--- src/rtl/adder_pkg.sv ---
// adder_pkg: shared helpers for the pipelined carry-lookahead adder.
//   params_ok  - legal WIDTH/SLICE/GROUP combination
//   num_stages - pipeline depth for a given WIDTH/SLICE
package adder_pkg;

    function automatic bit params_ok(input int width, input int slice, input int group);
        return width > 0 && slice > 0 && group > 0 && width % slice == 0 && slice % group == 0;
    endfunction

    function automatic int num_stages(input int width, input int slice);
        return width / slice;
    endfunction

endpackage

--- src/rtl/cla_slice.sv ---
// cla_slice: combinational SLICE-bit carry-lookahead adder built from GROUP-bit groups.
//   a_i, b_i - slice operands
//   c_i      - slice carry in
//   sum_o    - slice sum
//   c_o      - slice carry out
module cla_slice #(
    parameter int SLICE = 8,
    parameter int GROUP = 4
) (
    input  logic [SLICE-1:0] a_i,
    input  logic [SLICE-1:0] b_i,
    input  logic             c_i,
    output logic [SLICE-1:0] sum_o,
    output logic             c_o
);
    localparam int NG = SLICE / GROUP;

    logic [SLICE-1:0] g, p;
    logic [NG-1:0]    gg, gp;
    logic [NG:0]      gc;

    assign g   = a_i & b_i;
    assign p   = a_i ^ b_i;
    assign c_o = gc[NG];

    always_comb begin
        gg = '0;
        gp = '0;
        for (int j = 0; j < NG; j++) begin
            gp[j] = 1'b1;
            for (int i = 0; i < GROUP; i++) begin
                gg[j] = g[j*GROUP+i] | (p[j*GROUP+i] & gg[j]);
                gp[j] = gp[j] & p[j*GROUP+i];
            end
        end
    end

    // Each group carry is a flat sum of products over all lower groups and c_i,
    // so nothing ripples from one group into the next.
    always_comb begin : lookahead
        logic t, pp;
        gc    = '0;
        gc[0] = c_i;
        t     = 1'b0;
        pp    = 1'b0;
        for (int j = 0; j < NG; j++) begin
            t  = gg[j];
            pp = gp[j];
            for (int m = j - 1; m >= 0; m--) begin
                t  = t | (pp & gg[m]);
                pp = pp & gp[m];
            end
            gc[j+1] = t | (pp & c_i);
        end
    end

    always_comb begin : sum
        logic cc;
        sum_o = '0;
        cc    = 1'b0;
        for (int j = 0; j < NG; j++) begin
            cc = gc[j];
            for (int i = 0; i < GROUP; i++) begin
                sum_o[j*GROUP+i] = p[j*GROUP+i] ^ cc;
                cc = g[j*GROUP+i] | (p[j*GROUP+i] & cc);
            end
        end
    end

endmodule

--- src/rtl/pipelined_cla_adder.sv ---
// pipelined_cla_adder: elastic skewed-pipeline adder/subtractor, one SLICE per stage.
//   clk_i, rst_i              - clock, synchronous active-high reset
//   a_i, b_i, c_i, sub_i      - operands, carry in, subtract select
//   in_valid_i / in_ready_o   - input handshake
//   sum_o, c_o, v_o, z_o      - result, carry out (1 = no borrow), signed overflow, zero
//   out_valid_o / out_ready_i - output handshake
module pipelined_cla_adder
    import adder_pkg::*;
#(
    parameter int WIDTH = 32,
    parameter int SLICE = 8,
    parameter int GROUP = 4
) (
    input  logic             clk_i,
    input  logic             rst_i,
    input  logic [WIDTH-1:0] a_i,
    input  logic [WIDTH-1:0] b_i,
    input  logic             c_i,
    input  logic             sub_i,
    input  logic             in_valid_i,
    output logic             in_ready_o,
    output logic [WIDTH-1:0] sum_o,
    output logic             c_o,
    output logic             v_o,
    output logic             z_o,
    output logic             out_valid_o,
    input  logic             out_ready_i
);
    localparam int STAGES = num_stages(WIDTH, SLICE);
    localparam int LAST   = STAGES - 1;

    if (!params_ok(WIDTH, SLICE, GROUP)) begin : g_bad_params
        $error("pipelined_cla_adder: WIDTH %% SLICE and SLICE %% GROUP must both be 0");
    end

    // a_hi/b_hi hold the not-yet-added operand bits, shifted so the next slice
    // sits at the LSBs; sum_lo accumulates the finished low slices in place.
    typedef struct packed {
        logic [WIDTH-1:0] a_hi;
        logic [WIDTH-1:0] b_hi;
        logic [WIDTH-1:0] sum_lo;
        logic             carry;
        logic             a_msb;
        logic             b_msb;
    } stage_t;

    stage_t            st_q [STAGES];
    stage_t            st_d [STAGES];
    logic [STAGES-1:0] valid_q, vin;
    logic [STAGES:0]   adv;
    logic [WIDTH-1:0]  b_eff;
    logic              v_q, z_q, v_d;

    assign b_eff = sub_i ? ~b_i : b_i;
    assign vin   = STAGES'({valid_q, in_valid_i});

    always_comb begin
        adv         = '0;
        adv[STAGES] = out_ready_i;
        for (int i = STAGES - 1; i >= 0; i--) adv[i] = !valid_q[i] || adv[i+1];
    end

    for (genvar k = 0; k < STAGES; k++) begin : g_stage
        stage_t           src;
        logic [SLICE-1:0] s;
        logic             co;
        if (k == 0) begin : g_first
            assign src = '{a_hi: a_i, b_hi: b_eff, sum_lo: {WIDTH{1'b0}}, carry: c_i ^ sub_i,
                           a_msb: a_i[WIDTH-1], b_msb: b_eff[WIDTH-1]};
        end else begin : g_next
            assign src = st_q[k-1];
        end
        cla_slice #(.SLICE(SLICE), .GROUP(GROUP)) u_slice (
            .a_i  (src.a_hi[SLICE-1:0]),
            .b_i  (src.b_hi[SLICE-1:0]),
            .c_i  (src.carry),
            .sum_o(s),
            .c_o  (co)
        );
        assign st_d[k] = '{a_hi: src.a_hi >> SLICE, b_hi: src.b_hi >> SLICE,
                           sum_lo: src.sum_lo | (WIDTH'(s) << (k * SLICE)), carry: co,
                           a_msb: src.a_msb, b_msb: src.b_msb};
    end

    assign v_d = (st_d[LAST].a_msb == st_d[LAST].b_msb) && (st_d[LAST].sum_lo[WIDTH-1] != st_d[LAST].a_msb);

    // Data only loads with valid data, so bubbles never disturb held outputs.
    always_ff @(posedge clk_i) begin
        if (rst_i) begin
            valid_q <= '0;
            v_q     <= 1'b0;
            z_q     <= 1'b0;
            for (int i = 0; i < STAGES; i++) st_q[i] <= '0;
        end else begin
            for (int i = 0; i < STAGES; i++) begin
                if (adv[i]) valid_q[i] <= vin[i];
                if (adv[i] && vin[i]) st_q[i] <= st_d[i];
            end
            if (adv[LAST] && vin[LAST]) begin
                v_q <= v_d;
                z_q <= ~|st_d[LAST].sum_lo;
            end
        end
    end

    assign in_ready_o  = adv[0];
    assign out_valid_o = valid_q[LAST];
    assign sum_o       = st_q[LAST].sum_lo;
    assign c_o         = st_q[LAST].carry;
    assign v_o         = v_q;
    assign z_o         = z_q;

endmodule

--- config.mk ---
export PLATFORM = sky130hd
export DESIGN_NAME = pipelined_cla_adder
export DESIGN_NICKNAME = d
export VERILOG_FILES = /design/src/rtl/adder_pkg.sv /design/src/rtl/cla_slice.sv /design/src/rtl/pipelined_cla_adder.sv
export SDC_FILE = /design/constraint.sdc
export NUM_CORES = 1
export LEC_CHECK = 0
export CORE_MARGIN = 4
export CORE_UTILIZATION = 40
export CTS_BUF_LIST = sky130_fd_sc_hd__clkbuf_4
export CTS_CLUSTER_DIAMETER = 120
export DETAILED_ROUTE_END_ITERATION = 12
export PLACE_DENSITY = 0.58
export RECOVER_POWER = 100
export SKIP_LAST_GASP = 1
export SYNTH_ARGS = -nofsm -noshare
export SYNTH_HDL_FRONTEND = slang
export SYNTH_SLANG_ARGS = --single-unit
export TNS_END_PERCENT = 100
--- constraint.sdc ---
create_clock -name clk_i -period 4.97 [get_ports clk_i]
set_input_delay 1.491 -clock clk_i [delete_from_list [all_inputs] [get_ports clk_i]]
set_output_delay 1.491 -clock clk_i [all_outputs]
set_load 0.03 [all_outputs]
==> out/metrics.csv, run 1 <==
stage,metric,value,unit
status,status,finished with violations,
status,violations,"max-capacitance violations, max-slew violations",
clocking,insertion_delay,0.55,ns
floorplanning,fp.dieW,155,µm
global_route,grt_pass1_vias,4542,
logic_synthesis,synthCells,594,
logic_synthesis,synthSimpleGateAreaFrac,0.151,
global_route,grt_max_degree,46,
cells_and_area,nNetsFinal,832,
logic_synthesis,synth_top_area_share,0.627,
placed_design,io_buffers,106,
drt,routed_wl,13600,µm
global_route,globalRouteOverflowTotal,0,
logic_synthesis,synth_fa_ha_area_frac,0.102,
logic_synthesis,synth_edf_count,180,
cells_and_area,multi_input_area,0.00279,mm²
setup_path,critPathCaptureType,primary output,
logic_synthesis,synth_compound_area_frac,0.0345,
logic_synthesis,synthTopCellsByArea,"edfxtp_1 (63%), and2_1 (9.9%), fa_1 (5.6%), ha_1 (4.6%), xnor2_1 (3.3%)",
timing,rsz0062_at_grt,no,
clocking,cts_buffers,17,
placed_design,dp_hpwl,10600,µm
setup_path,critPathLaunch,out_ready_i,
placed_design,dp.cells,962,
power,ir_worst_vdd,0.111,mV
cells_and_area,drive_gt1_frac,0.0501,
global_route,grt.total_usage,0.119,
logic_synthesis,yosysTopAreaCell,edfxtp_1,
hold_path,min_to,z_o,
logic_synthesis,syn_nets,720,
setup_path,worstSetupStartpointType,input pin,
logic_synthesis,async_flop_share,0,
timing,worst_pin_slew,2.27,ns
logic_synthesis,synthMuxAreaShare,0,
cells_and_area,fill_cells,1891,
setup_path,cp_max_fo,4,
setup_path,reg2reg_slack,1.67,ns
cells_and_area,regArea,0.00553,mm²
clocking,clkTransAtPathRegs,0.14,ns
floorplanning,start_util,0.409,
cells_and_area,syn_to_final_growth,17.2,%
setup_path,cp_common_cell,dlygate4sd3_1,
drt,viasPerCell,4.47,
floorplanning,dieArea,0.0240,mm²
setup_path,max_stage_delay,0.71,ns
logic_synthesis,synth-xor-area-share,0.0427,
timing,max_freq,212,MHz
timing,holdWs,0.487,ns
setup_path,path_class,in -> out,
logic_synthesis,synthTopCellsByCount,"edfxtp_1 (180), and2_1 (137), nor2_1 (45)",
floorplanning,ioPinCount,107,
logic_synthesis,synth_warnings,0,
timing,period_needed,4.72,ns
drt,dr.first_iter.drc_count,176,
clocking,postCtsSetupBuffers,0,
logic_synthesis,synthDistinctLibCells,43,
floorplanning,placementRows,53,
floorplanning,die_y,155,µm
clocking,cts_resized,0,
timing,finalSetupTns,0,ns
job,drv_cap,4,
clocking,hold_buffers,0,
drt,vias,4451,
drt,antenna_left,0,
clocking,cts-htree-levels,4,
logic_synthesis,seq_area_frac_synth,0.641,
setup_path,cp_cell_sequence,dlygate4sd3_1 > and4b_1 > nand2_1 > dlygate4sd3_1,
drt,wl_per_cell,13.7,µm
setup_path,cp_data_required_time,3.48,ns
logic_synthesis,syn-cell-area,0.00862,mm²
hold_path,min_from,z_o,
timing,maxSlewViolCount,147,
timing,fin_worst_skew,0.0154,ns
clocking,cts_tree,yes,
clocking,clk_path_buf_depth,2,
global_route,antenna_found_initial,1,
setup_path,worstPathArrival,3.23,ns
floorplanning,core,0.0211,mm²
logic_synthesis,yosysMostFrequentCell,edfxtp_1,
logic_synthesis,avgSynthCellArea,14.5,µm²
logic_synthesis,synthFlopType,edfxtp_1,
logic_synthesis,synth_top_family_by_area,simple AND/OR/NAND/NOR gates,
cells_and_area,finalNonFillerCells,995,
timing,period_share,0.950,
drt,drc,0,
timing,hold_viol_final,0,
timing,finalSetupViolCount,0,
setup_path,slowest_stage,dlygate4sd3_1,
global_route,grt_pass1_wl,22600,µm
setup_path,worst-r2r-cell-count,11,
placed_design,place_congestion,0.787,
setup_path,r2r-end,z_o,
setup_path,r2r_start,st_q[2][35],
timing,slew_headroom,-0.521,
setup_path,critPathBufInv,2,
logic_synthesis,ys_ff_latch,186,
hold_path,holdPathStages,2,
hold_path,min_path_type,reg -> reg,
clocking,numClockSinks,186,
power,powerDensity,291,mW/mm²
drt,firstDrtPassIters,4,
clocking,clock-root-buffer,clkbuf_4,
power,p_leak,3.88,nW
setup_path,crit_family,buffers and inverters,
==> report_power, final <==
group	total (W)	switching (W)	internal, W
registers	0.00186	0.0000373	0.00182
clock network	0.000747	0.000493	0.000254
logic	0.000340	0.000182	0.000158
total	0.00294	0.000712	0.00223
==> routing by layer <==
| metal | up-vias | share of wire | GRT usage |
|---|---|---|---|
| li1 | 2296 | - | - |
| met1 | 2027 | 0.49 | 0.164 |
| met2 | 115 | 0.45 | 0.181 |
| met3 | 13 | 0.057 | 0.0361 |
| met4 | 0 | 0.012 | 0.0416 |
| met5 | - | 0 | 0 |
==> layout by cell type, fill, tap and decap left out, types with 10 or more instances in the layout <==
cell,n
clkdlybuf4s50_1,65
xnor2_1,32
inv_1,22
and2_1,26
ha_1,32
xor2_1,10
and2_0,111
nor2_1,46
a21oi_1,10
fa_1,24
clkbuf_4,18
edfxtp_1,180
dlygate4sd3_1,40
==> state kept, by name, summed over array words and instances, names as in the netlist <==
| signal | cells |
|---|---|
| valid_q | 4 |
| z_o | 1 |
| v_o | 1 |
| st_q | 180 |
==> area by class of cell <==
class / instances / share of cell area
flip-flops and latches: 186 / 0.547
multi-input cells: 362 / 0.276
repair buffers: 117 / 0.109
well taps: 275 / 0.0340
clock buffers: 18 / 0.0134
clock inverters: 14 / 0.0119
inverters: 22 / 0.00817
diodes: 1 / 0.000248
==> worst reg2reg max path, cell delays in order (launching register included) <==
cell      delay (ns)
edfxtp_1        0.45
ha_1            0.31
a21oi_1         0.14
o21ai_0         0.12
o21ai_0         0.17
nand2b_1        0.09
fa_1            0.40
fa_1            0.42
fa_1            0.48
nor4_1          0.27
nand4_1         0.13
o31ai_1         0.25
==> metrics by stage <==
stage / worst slack [ns] / utilization / total power [W] / cell area [µm²]
after global placement: 0.402 / 0.472 / 0.00224 / 9940
after detailed placement: 0.409 / 0.472 / 0.00225 / 9940
final: 0.250 / 0.479 / 0.00294 / 10100
after global routing: 0.222 / 0.479 / 0.00310 / 10100
after CTS: 0.388 / 0.484 / 0.00300 / 10200
after floorplan: 0.809 / - / 0.00211 / 8620
==> worst max path at each step <==
stage / endpoint / slack [ns] / cells after the start
after floorplan: st_q[0][10] / 0.81 / 11
after global placement: in_ready_o / 0.40 / 4
after detailed placement: in_ready_o / 0.41 / 4
after CTS: in_ready_o / 0.39 / 4
after global routing: in_ready_o / 0.22 / 4
final: in_ready_o / 0.25 / 4
==> cell families after synthesis <==
family / count (synthesis)
AOI/OAI and AO/OA: 42
and+or+nand+nor: 222
buffers and inverters: 46
adders and majority gates: 56
DFF: 186
xor gates and xnor gates: 42
Power figures use the tool's default switching activity.
==> run 2, diff against run 1 <==
==> constraint.sdc (replaced) <==
create_clock -name clk_i -period 4.97 [get_ports clk_i]
set_input_delay 1.491 -clock clk_i [delete_from_list [all_inputs] [get_ports clk_i]]
set_output_delay 1.491 -clock clk_i [all_outputs]
set_load 0.01 [all_outputs]
==> out/metrics.csv, run 2 (same netlist as run 1, synthesis figures left out) <==
stage,metric,value,unit,change
clocking,hold_buffers,0,,unchanged
status,violations,"max-capacitance violations, max-slew violations",,unchanged
timing,hold_viol_final,0,,unchanged
drt,wl_met3,679,µm,was 770 µm
timing,maxSlewViolCount,147,,unchanged
power,pwr-share-comb,0.107,,was 0.115
cells_and_area,syn_to_final_growth,17.4,%,was 17.2%
clocking,cts-htree-levels,4,,unchanged
drt,wl_met2,6160,µm,was 6060 µm
cells_and_area,fill_cells,1878,,"was 1,891"
setup_path,reg2reg_slack,1.65,ns,was 1.67 ns
power,clkPwrFrac,0.266,,was 0.254
clocking,clkTransAtPathRegs,0.13,ns,was 0.14 ns
clocking,numClockSinks,186,,unchanged
clocking,cts_resized,0,,unchanged
clocking,cts_tree,yes,,unchanged
power,p_seq_frac,0.627,,was 0.631
floorplanning,placementRows,53,,unchanged
setup_path,cp_data_required_time,3.48,ns,about the same
hold_path,min_path_type,reg -> reg,,unchanged
floorplanning,ioPinCount,107,,unchanged
placed_design,io_buffers,106,,unchanged
timing,period_needed,4.76,ns,was 4.72 ns
setup_path,path_class,in -> out,,unchanged
setup_path,cp_common_cell,dlygate4sd3_1,,unchanged
power,swShare,0.227,,was 0.242
cells_and_area,final_common_cell,edfxtp_1,,unchanged
setup_path,worstSetupStartpointType,input pin,,unchanged
drt,wl_per_cell,13.7,µm,about the same
drt,viasPerCell,4.48,,was 4.47
timing,finalSetupTns,0,ns,unchanged
floorplanning,start_util,0.409,,unchanged
timing,holdWs,0.491,ns,was 0.487 ns
floorplanning,core,0.0211,mm²,unchanged
floorplanning,die_y,155,µm,unchanged
setup_path,cp_cell_sequence,dlygate4sd3_1 > and4b_1 > nand2_1 > dlygate4sd3_1,,unchanged
cells_and_area,final_cell_mix,"edfxtp_1 (180), and2_0 (111), clkdlybuf4s50_1 (65)",,unchanged
drt,top_layer_used,met4,,unchanged
power,powerDensity,293,mW/mm²,was 291 mW/mm²
placed_design,place_congestion,0.781,,was 0.787
power,power.switching,0.000675,W,was 0.000712 W
setup_path,max_stage_delay,0.63,ns,was 0.71 ns
timing,rsz0062_at_grt,no,,unchanged
drt,vias,4454,,"was 4,451"
timing,fin_worst_skew,0.0181,ns,was 0.0154 ns
global_route,grt.total_usage,0.119,,about the same
timing,max_freq,210,MHz,was 212 MHz
clocking,insertion_delay,0.55,ns,about the same
timing,finalSetupViolCount,0,,unchanged
placed_design,dp_hpwl,10600,µm,about the same
global_route,antenna_found_initial,1,,unchanged
setup_path,critPathCaptureType,primary output,,unchanged
setup_path,critPathBufInv,2,,unchanged
drt,dr.first_iter.drc_count,238,,was 176
global_route,grt_pass1_vias,4450,,"was 4,542"
timing,period_share,0.958,,was 0.950
cells_and_area,largestRegisters,"st_q x180, valid_q x4",,unchanged
power,p_leak,3.89,nW,was 3.88 nW
clocking,cts_buffers,17,,unchanged
timing,slew_headroom,-0.481,,was -0.521
cells_and_area,nNetsFinal,831,,was 832
clocking,clk_path_buf_depth,2,,unchanged
floorplanning,dieArea,0.0240,mm²,unchanged
drt,wl_met1,6620,µm,about the same
cells_and_area,largest-register,st_q,,unchanged
drt,drc,0,,unchanged
setup_path,worstPathArrival,3.27,ns,was 3.23 ns
floorplanning,fp.dieW,155,µm,unchanged
setup_path,crit_family,buffers and inverters,,unchanged
global_route,globalRouteOverflowTotal,0,,unchanged
setup_path,slowest_stage,dlygate4sd3_1,,unchanged
power,p_int,0.00229,W,was 0.00223 W
job,drv_cap,4,,unchanged
timing,worst_pin_slew,2.21,ns,was 2.27 ns
cells_and_area,largest_reg_flops,180,,unchanged
global_route,grt_pass1_wl,22300,µm,"was 22,600 µm"
power,ir_worst_vdd,0.114,mV,was 0.111 mV
cells_and_area,drive_gt1_frac,0.0474,,was 0.0501
clocking,postCtsSetupBuffers,0,,unchanged
clocking,clock-root-buffer,clkbuf_4,,unchanged
drt,routed_wl,13700,µm,"was 13,600 µm"
status,status,finished with violations,,unchanged
global_route,grt_max_degree,46,,unchanged
drt,firstDrtPassIters,4,,unchanged
drt,antenna_left,0,,unchanged
setup_path,cp_max_fo,6,,was 4
run 2: worst reg2reg max path: cells and delay by family (launching register included):
kind / cells / cell delay, ns
DFF: 1 / 0.46
AOI/OAI and AO/OA: 4 / 0.67
and+or+nand+nor: 3 / 0.49
adders and majority gates: 4 / 1.61
run 2: area by class of cell:
cell class / count / area (µm²) / share of cell area
Timing Repair Buffer: 116 / 1100 / 0.109
Clock inverter: 12 / 126 / 0.0125
Clock buffer: 20 / 150 / 0.0148
Antenna cell: 1 / 2.50 / 0.000247
Multi-Input combinational cell: 362 / 2790 / 0.276
Inverter: 22 / 82.6 / 0.00815
Sequential cell: 186 / 5530 / 0.546
Tap cell: 275 / 344 / 0.0340
run 2: routing by layer:
metal	up-vias	GRT usage
met1	2040	0.167
li1	2294	-
met4	0	0.0479
met5	-	0
met2	104	0.178
met3	16	0.0288
run 2: stage by stage:
stage / total power, W / worst slack [ns] / std cells / area [µm²] / utilization
floorplan: 0.00208 / 0.809 / 594 / 8620 / -
global placement: 0.00222 / 0.405 / 961 / 9940 / 0.471
detailed placement: 0.00223 / 0.394 / 961 / 9940 / 0.471
CTS: 0.00302 / 0.366 / 993 / 10200 / 0.484
global route: 0.00313 / 0.167 / 994 / 10100 / 0.480
finish: 0.00297 / 0.208 / 994 / 10100 / 0.480
run 2: path summary, 6_finish.rpt:
| check | startpoint | depth (start not counted) | end |
|---|---|---|---|
| worst min-delay path | z_o | 2 | z_o |
| worst max register to register | st_q[2][35] | 11 | z_o |
| worst min register to register | z_o | 2 | z_o |
| worst max-delay path | out_ready_i | 4 | in_ready_o |
run 2: power groups by stage:
stage                     Combinational, W  Sequential, W  Clock (W)
after CTS                         0.000339        0.00186   0.000824
after global routing              0.000364        0.00187   0.000894
after floorplan                   0.000194        0.00189          0
after global placement            0.000328        0.00189          0
after detailed placement          0.000338        0.00190          0
final                             0.000319        0.00186   0.000789
==> patch, RTL diff (settings of run 2) <==
`SLICE` is set to 8 in 2 places; all go to 16.
--- a/src/rtl/cla_slice.sv
+++ b/src/rtl/cla_slice.sv
@@ -4,7 +4,7 @@
 //   sum_o    - slice sum
 //   c_o      - slice carry out
 module cla_slice #(
-    parameter int SLICE = 8,
+    parameter int SLICE = 16,
     parameter int GROUP = 4
 ) (
     input  logic [SLICE-1:0] a_i,
--- a/src/rtl/pipelined_cla_adder.sv
+++ b/src/rtl/pipelined_cla_adder.sv
@@ -8,7 +8,7 @@
     import adder_pkg::*;
 #(
     parameter int WIDTH = 32,
-    parameter int SLICE = 8,
+    parameter int SLICE = 16,
     parameter int GROUP = 4
 ) (
     input  logic             clk_i,
Behaviour: not the same (Yosys sat finds a counterexample within 4 cycles, from zero or initial values and one cycle with rst_i high).
==> patch against run 2 <==
The flow still finishes with violations (max-capacitance violations, max-slew violations). Final cell count shrank 35%. Setup slack gained 190 ps. Core utilization up 3.9 points. Power shrank 42%. Wire length shrank 26%. Area after synthesis is 43% lower. Sequential cell count down 100. Cell area is 39% lower. Critical path type is now in -> reg. Largest power group unchanged.
==> patch: results (changes against run 2) <==
* Htree depth at 3 (-1)
* Global-route wire length before repair at 16.8 mm (-25%)
* Ranking of synthesized cells by area: edfxtp_1 (51%), fa_1 (9.9%), ha_1 (8.2%), and2_1 (5.8%), xnor2_1 (4.0%)
* Overall Global Routing Usage at 0.152 (+0.0331)
* VDD IR-drop max at 0.115 mV (+0.75%)
* Prevailing post-synth register cell: edfxtp_1
* Routability Congestion at 0.881 (+13%)
* Largest registers: st_q: 82 flops, valid_q: 2 flops
* Complex-gate fraction of the synthesized area at 0.0495 (+0.0150)
* CTS Buf Count at 9 (-8)
* Vias in the first global route at 3351 (-25%)
* Setup Buffers After CTS at 0 (unchanged)
* Dpl hpwl at 8.09 mm (-24%)
* Placed cell areas at 6100 sq um (-39%)
* Syn Inst Count at 386 (-35%)
* XOR/XNOR Fraction of Synth Area at 0.0755 (+0.0328)
* Port bufs at 106 (unchanged)
* CTS max path bufs at 2 (unchanged)
* Failing checks: max-capacitance violations, max-slew violations
* Vias at 3133 (-30%)
* Post-synthesis mux area share at 0.00205 (+0.00205)
* Drt first pass iters at 4 (unchanged)
* Outcome: finished, violations left
* Setup Skew at 18.1 ps (+0.0186 ps)
* Fillcell total at 1047 (-44%)
* Register area share after synthesis at 0.522 (-0.119)
* WL final at 10.2 mm (-26%)
* YS warnings at 0 (unchanged)
* Skew-Pair Late Insertion Delay at 420 ps (-130 ps)
* Post-synth ARST share at 0 (unchanged)
* Root buf cell: clkbuf_4
* Post-Place Cells at 631 (-34%)
* Adder-cell area share of the yosys netlist at 0.181 (+0.0786)
* Post-CTS Resized at 0 (unchanged)
* Share of cells above drive strength 1 at 0.0380 (-0.00935)
* Kind of cell adding the most delay to the critical path: adder cells
* Largest net degree at the start of global routing at 50 (+8.7%)
* Crit-path slowest cell: dlygate4sd3_1
* Clock slew at reported path FFs at roughly 120 ps
* Tightest Pin Transition at 1910 ps (-308 ps)
* Synth top cells by count: edfxtp_1 (82), and2_1 (45), nor2_1 (45)
* Synthesized net count at 512 (-29%)
* P_leak at 2.56 nW (-34%)
* Vias/cell at 4.84 (+8.1%)
* Distinct cells, synth at 41 (-4.7%)
* Peak per-stage delay on the critical path at 540 ps (-90 ps)
* Initial DRC count at 119 (-50%)
* Max-cap violations at 2 (-2)
* N_diodes at 0 (-1)
* Worst EP arrival at 4700 ps (+1430 ps)
* Maximum fanout along the worst path at 3 (-3)
* # nets final at 621 (-25%)
* DP Worst Slack at 65.5 ps (-329 ps)
* HP Class: reg -> reg
* Initial antenna violation count at 0 (-1)
* Max Transition Viols Final at 96 (-35%)
* Post-synth EDFFs at 82 (-54%)
patch: final cells by class:
cell class | instances | area, sq um | area share
clock inverter | 7 | 65.1 | 0.0105
tap | 147 | 184 | 0.0296
inverter | 26 | 97.6 | 0.0157
timing repair buffer | 111 | 1090 | 0.175
multi-input combinational | 261 | 2170 | 0.350
clock buffer | 9 | 67.6 | 0.0109
sequential | 86 | 2540 | 0.409
patch: worst paths after layout:
kind / depth (start not counted) / end / from / slack [ps]
worst max-delay path: 12 / st_q[0][18]$_SDFFCE_PN0P_ / b_i[2] / 400
worst min-delay path: 2 / z_o$_SDFFE_PP0P_ / z_o$_SDFFE_PP0P_ / 520
worst max register to register: 11 / z_o$_SDFFE_PP0P_ / st_q[0][37]$_SDFFCE_PN0P_ / 760
worst min register to register: 2 / z_o$_SDFFE_PP0P_ / z_o$_SDFFE_PP0P_ / 520
patch: metrics by stage:
step / utilization / total power, mW / hold WS [ps]
after floorplan: - / 1.18 / 479
after global placement: 0.510 / 1.38 / 495
after detailed placement: 0.510 / 1.39 / 504
after CTS: 0.521 / 1.77 / 525
after global routing: 0.520 / 1.84 / 548
final: 0.520 / 1.73 / 523
patch: per-layer routing:
layer  track usage  part of all wire
met3        0.0282             0.040
met2         0.258              0.50
met4        0.0500             0.012
met1         0.197              0.45
met5             0                 0
patch: tightest hold or removal path: cells and delay by family, from the launching register on:
kind	cells	cell delay [ps]
simple gates	1	100
flops	1	340
compound gates	1	60
patch: logic make-up (layout without fill, tap and decap cells):
| family | after synthesis | after routing |
|---|---|---|
| adders and majority gates | 56 | 56 |
| xor gates and xnor gates | 42 | 42 |
| muxes | 1 | 1 |
| and+or+nand+nor | 126 | 126 |
| AOI/OAI and AO/OA | 36 | 36 |
| buffers and inverters | 39 | 153 |
| DFF | 86 | 86 |
patch: report_power, final:
part / switching (mW) / internal (mW) / total (mW)
Clock: 0.234 / 0.149 / 0.383
Combinational: 0.220 / 0.213 / 0.434
Sequential: 0.0351 / 0.880 / 0.916
Total: 0.489 / 1.24 / 1.73
